### config.mk
export PLATFORM = sky130hd
export DESIGN_NAME = bcd_7seg_scan
export DESIGN_NICKNAME = d
export VERILOG_FILES = /design/src/rtl/bcd_disp_pkg.sv /design/src/rtl/seg7_decode.sv /design/src/rtl/bcd_7seg_scan.sv
export SDC_FILE = /design/constraint.sdc
export NUM_CORES = 1
export LEC_CHECK = 0
export BUFFER_PORTS_ARGS = -buffer_cell sky130_fd_sc_hd__buf_2
export CELL_PAD_IN_SITES_DETAIL_PLACEMENT = 0
export CELL_PAD_IN_SITES_GLOBAL_PLACEMENT = 1
export CORE_MARGIN = 2
export CORE_UTILIZATION = 38
export DETAILED_ROUTE_END_ITERATION = 7
export PLACE_DENSITY = 0.82
export SKIP_CTS_REPAIR_TIMING = 1
export SYNTH_ARGS = -nofsm -noshare
export SYNTH_HDL_FRONTEND = slang
export SYNTH_SLANG_ARGS = --single-unit
### constraint.sdc
create_clock -name CLK -period 3.6 [get_ports CLK]
set_clock_uncertainty 0.15 [all_clocks]
set_input_delay 0.54 -clock CLK [delete_from_list [all_inputs] [get_ports CLK]]
set_output_delay 0.54 -clock CLK [all_outputs]
set_load 0.05 [all_outputs]
### src/rtl/bcd_disp_pkg.sv
// Shared types and active-low segment constants for the 3-digit BCD scanning display.
// Segment bit order is {g,f,e,d,c,b,a}; a 0 lights the segment.
package bcd_disp_pkg;

  typedef enum logic [1:0] {
    IDX_ONES     = 2'd0,
    IDX_TENS     = 2'd1,
    IDX_HUNDREDS = 2'd2
  } digit_idx_e;

  localparam logic [6:0] SEG_0     = 7'h40;
  localparam logic [6:0] SEG_1     = 7'h79;
  localparam logic [6:0] SEG_2     = 7'h24;
  localparam logic [6:0] SEG_3     = 7'h30;
  localparam logic [6:0] SEG_4     = 7'h19;
  localparam logic [6:0] SEG_5     = 7'h12;
  localparam logic [6:0] SEG_6     = 7'h02;
  localparam logic [6:0] SEG_7     = 7'h78;
  localparam logic [6:0] SEG_8     = 7'h00;
  localparam logic [6:0] SEG_9     = 7'h10;
  localparam logic [6:0] SEG_BLANK = 7'h7F;
  localparam logic [6:0] SEG_DASH  = 7'h3F;

  localparam logic [2:0] AN_OFF = 3'b111;

  // Active-low one-hot anode enable for a digit position.
  function automatic logic [2:0] an_code(input digit_idx_e d);
    case (d)
      IDX_ONES:     an_code = 3'b110;
      IDX_TENS:     an_code = 3'b101;
      IDX_HUNDREDS: an_code = 3'b011;
      default:      an_code = AN_OFF;
    endcase
  endfunction

endpackage

### src/rtl/seg7_decode.sv
// Combinational BCD to active-low 7-segment decoder; codes 10-15 show a dash.
module seg7_decode
  import bcd_disp_pkg::*;
(
  input  logic [3:0] code,
  output logic [6:0] seg
);

  always_comb begin
    seg = SEG_DASH;
    case (code)
      4'd0: seg = SEG_0;
      4'd1: seg = SEG_1;
      4'd2: seg = SEG_2;
      4'd3: seg = SEG_3;
      4'd4: seg = SEG_4;
      4'd5: seg = SEG_5;
      4'd6: seg = SEG_6;
      4'd7: seg = SEG_7;
      4'd8: seg = SEG_8;
      4'd9: seg = SEG_9;
      default: seg = SEG_DASH;
    endcase
  end

endmodule

### src/rtl/bcd_7seg_scan.sv
// Three-digit multiplexed 7-segment driver with shadow capture and anti-ghost blanking.
// Optional build macro LEADING_ZERO_BLANK_EN suppresses leading zeros on TENS/HUNDREDS.
module bcd_7seg_scan
  import bcd_disp_pkg::*;
#(
  parameter int REFRESH_DIV = 50000
) (
  input  logic       CLK,
  input  logic       RST,
  input  logic       LOAD,
  input  logic [3:0] HUNDREDS,
  input  logic [3:0] TENS,
  input  logic [3:0] ONES,
  output logic [6:0] SEG,
  output logic [2:0] AN,
  output logic       ACK,
  output logic       ERR
);

  localparam int CNT_W = $clog2(REFRESH_DIV);
  localparam logic [CNT_W-1:0] CNT_LAST = CNT_W'(REFRESH_DIV - 1);

  logic [CNT_W-1:0] presc;
  logic             tc;
  digit_idx_e       idx, idx_nxt;
  logic [3:0]       sh_h, sh_t, sh_o;
  logic [3:0]       sel_code;
  logic [6:0]       dec_seg;
  logic             blank_lz;

  assign tc = (presc == CNT_LAST);

  always_comb begin
    idx_nxt = idx;
    if (tc) begin
      case (idx)
        IDX_ONES:     idx_nxt = IDX_TENS;
        IDX_TENS:     idx_nxt = IDX_HUNDREDS;
        default:      idx_nxt = IDX_ONES;
      endcase
    end
  end

  always_comb begin
    sel_code = sh_o;
    case (idx)
      IDX_TENS:     sel_code = sh_t;
      IDX_HUNDREDS: sel_code = sh_h;
      default:      sel_code = sh_o;
    endcase
  end

`ifdef LEADING_ZERO_BLANK_EN
  assign blank_lz = ((idx == IDX_HUNDREDS) && (sh_h == 4'd0)) ||
                    ((idx == IDX_TENS) && (sh_h == 4'd0) && (sh_t == 4'd0));
`else
  assign blank_lz = 1'b0;
`endif

  seg7_decode u_dec (
    .code (sel_code),
    .seg  (dec_seg)
  );

  // Capture handshake: LOAD is a per-cycle strobe with no back-pressure; every
  // cycle LOAD=1 at an edge captures the inputs and ACK is 1 for the following cycle.
  always_ff @(posedge CLK) begin
    if (RST) begin
      presc <= '0;
      idx   <= IDX_ONES;
      sh_h  <= 4'd0;
      sh_t  <= 4'd0;
      sh_o  <= 4'd0;
      SEG   <= SEG_BLANK;
      AN    <= AN_OFF;
      ACK   <= 1'b0;
      ERR   <= 1'b0;
    end else begin
      presc <= tc ? '0 : presc + CNT_W'(1);
      idx   <= idx_nxt;
      ACK   <= LOAD;
      if (LOAD) begin
        sh_h <= HUNDREDS;
        sh_t <= TENS;
        sh_o <= ONES;
        ERR  <= (HUNDREDS > 4'd9) || (TENS > 4'd9) || (ONES > 4'd9);
      end
      // Blank for one cycle whenever the index moves so the old pattern never
      // appears on the new anode.
      if (tc || blank_lz) begin
        SEG <= SEG_BLANK;
        AN  <= AN_OFF;
      end else begin
        SEG <= dec_seg;
        AN  <= an_code(idx);
      end
    end
  end

endmodule

==> impl_metrics.json <==
{
  "routabilityCongestion": 0.767,
  "synth_top_area_share_pct": 45.7,
  "whs_path_depth": 3,
  "syn_nets": 223,
  "synth_ff_type": "dfxtp_1",
  "path_cells": "inv_1 > ha_1 > nor2_1 > a21oi_1 > inv_1 > ha_1 > a21o_1 > nand3_1",
  "crit_family": "adder cells",
  "hold_viol": 0,
  "worst_path_max_delay_cell": "ha_1",
  "place_inst": 273,
  "clk_pin_slew_ns": 0.09,
  "vias": 1440,
  "core_sq_mm": 0.00469,
  "ys_warn_count": 0,
  "reg2reg_depth": 8,
  "hold_path.class": "input pin to register",
  "htreeDepth": 2,
  "worst_slew_pin_slew_ns": 0.825,
  "ys_seq_area_share_pct": 45.7,
  "max_clock_freq_mhz": 431,
  "cts_made_buffers": 5,
  "yosys.area.top_type": "dfxtp_1",
  "synth_enable_flop_cells": 0,
  "cts_tree": "yes",
  "critPathMaxStageDelay_ns": 0.46,
  "ir_drop_mv": 0.212,
  "crit_path_max_fanout": 10,
  "synth_common_cells": "dfxtp_1 (42), nor2_1 (31), mux2i_1 (14), o21ai_0 (11)",
  "dr.pass1.iters": 4,
  "worst_slack_ns": 1.28,
  "dpl_cell_area_sq_mm": 0.00201,
  "drc": 0,
  "chipHeight_um": 73.6,
  "dr_wl_met2_um": 1660,
  "end_kind": "register",
  "ios": 27,
  "finalSetupTns_ns": 0,
  "drive_gt1_share_pct": 18.1,
  "finalNonFillerCells": 281,
  "area_growth_pct": 15.4,
  "period_share_pct": 64.4,
  "required_ns": 3.63,
  "fin_crit_ns": 2.32,
  "insertion_delay_ns": 0.30,
  "rows": 25,
  "relSlewSlack_pct": 44.4,
  "status": "complete, no violations",
  "p_leak_uw": 0.000851,
  "die-area_sq_mm": 0.00542,
  "cp.depth": 8,
  "root_buffer": "clkbuf_8",
  "drt_iter0_markers": 61,
  "register_area_sq_um": 841,
  "wl_um": 3460,
  "netlist_area_sq_mm": 0.00184,
  "hpwlAfterDp_um": 2560,
  "antenna_left": 0,
  "synth_area_leaders": "dfxtp_1 (46%), mux2i_1 (7.6%), nor2_1 (6.3%), ha_1 (6.1%), xnor2_1 (3.3%)",
  "antenna_found_initial": 0,
  "fill_cells": 473,
  "crit_buf_inv": 2,
  "cap_violations": 0,
  "drt-met1-wl_um": 1670,
  "wl_met3_um": 107,
  "antennaDiodeCount": 0,
  "crit_path_start_kind": "register",
  "worstSetupPathType": "register to register",
  "arrival_ns": 2.35,
  "final_nets": 250,
  "grt_pass1_vias": 1389,
  "grt_remaining_overflow": 0,
  "initial_utilization_pct": 39.2,
  "grt_max_degree": 19,
  "die-width_um": 73.6,
  "multi_input_area_sq_um": 931,
  "async_reset_ff_share_pct": 0,
  "post-place-ws_ns": 1.29,
  "clockBufferDepth": 2,
  "powerDensity_mw_per_mm2": 458,
  "io_buffers": 26,
  "rsz0062_at_grt": "false",
  "postLayoutCellArea_sq_mm": 0.00212,
  "synth_cell_type_count": 35,
  "cts.sinks": 42,
  "post_drt_wl_per_cell_um": 12.3,
  "grt_usage_pct": 14.2,
  "setup_viol": 0,
  "syn-instance-count": 199,
  "ys_ff_latch": 42,
  "maxSlewViolCount": 0,
  "top_layer": "met4",
  "grt_pass1_wl_um": 5980,
  "viasPerCell": 5.12,
  "hold_slack_ns": 0.322,
  "yosysMostFrequentCell": "dfxtp_1",
  "syn_area_per_cell_sq_um": 9.25
}
==> cell type report <==
class                      instances  share of cell area [%]
tap                               54                    3.18
inverter                           9                    1.59
multi-input combinational        141                    43.8
sequential                        42                    39.6
clock inverter                     3                    2.12
timing repair buffer              27                    6.48
clock buffer                       5                    3.24
==> worst reg2reg max path, delay by kind of cell, from the launching register on <==
kind,cells,cell delay [ns]
compound gates,2,0.50
fa+ha+maj,2,0.79
buf+inv,2,0.23
flops,1,0.39
simple gates,2,0.14
==> per-layer routing <==
metal  vias up  track usage, %
li1        746               -
met1       671            18.1
met2        19            22.8
met3         4            4.12
met4         0            5.45
met5         -               0
==> worst paths after layout <==
kind,endpoint,from,slack (ns)
min,sh_h[0],HUNDREDS[0],0.32
max reg2reg,SEG[3],idx[0],1.28
max,SEG[3],idx[0],1.28
min reg2reg,presc[0],presc[0],0.32
==> sequential cells by signal, indices dropped and copies added (netlist names) <==
name,flops
ACK,1
sh_t,4
sh_h,4
AN,3
SEG,7
ERR,1
idx,2
presc,16
sh_o,4
==> through the flow <==
step,util [%],power [uW]
2_1_floorplan,-,585
3_3_place_gp,42.9,612
3_5_place_dp,42.9,612
4_1_cts,45.3,985
5_1_grt,45.3,1020
6_report,45.3,973
==> where the power goes <==
group	total (uW)	internal [uW]	switching, uW	leakage (uW)
Combinational	106	34.2	72.2	0.000456
Sequential	494	484	9.50	0.000345
Clock	372	206	166	0.0000504
Total	973	725	248	0.000851
==> kinds of logic (layout without fill, tap and decap cells) <==
logic type               Yosys count  in the layout  synth area share (%)
XOR/XNOR                          10             10                  4.76
buffers and inverters             16             44                  3.74
multiplexers                      14             14                  7.61
flip-flops                        42             42                  45.7
adder cells (fa/ha/maj)            9              9                  6.12
AO/OA/AOI/OAI                     35             35                  12.1
AND/OR/NAND/NOR                   73             73                  20.0
==> cell usage in the layout, fill, tap and decap left out, types with 2 or more instances in the layout <==
| cell type | netlist | layout |
|---|---|---|
| a22oi_1 | 4 | 4 |
| a211oi_1 | 2 | 2 |
| xor2_1 | 3 | 3 |
| a21o_1 | 4 | 4 |
| xnor2_1 | 7 | 7 |
| nand3_1 | 10 | 10 |
| clkinvlp_4 | 0 | 2 |
| clkbuf_8 | 0 | 5 |
| inv_1 | 9 | 9 |
| nor2_1 | 31 | 31 |
| nor3_1 | 6 | 6 |
| mux2i_1 | 14 | 14 |
| nand2_1 | 5 | 5 |
| nand4_1 | 5 | 5 |
| ha_1 | 9 | 9 |
| and3_1 | 3 | 3 |
| or3_1 | 4 | 4 |
| o21ai_0 | 11 | 11 |
| a21oi_1 | 10 | 10 |
| dfxtp_1 | 42 | 42 |
| buf_2 | 1 | 26 |
(Power assumes the default switching activity.)
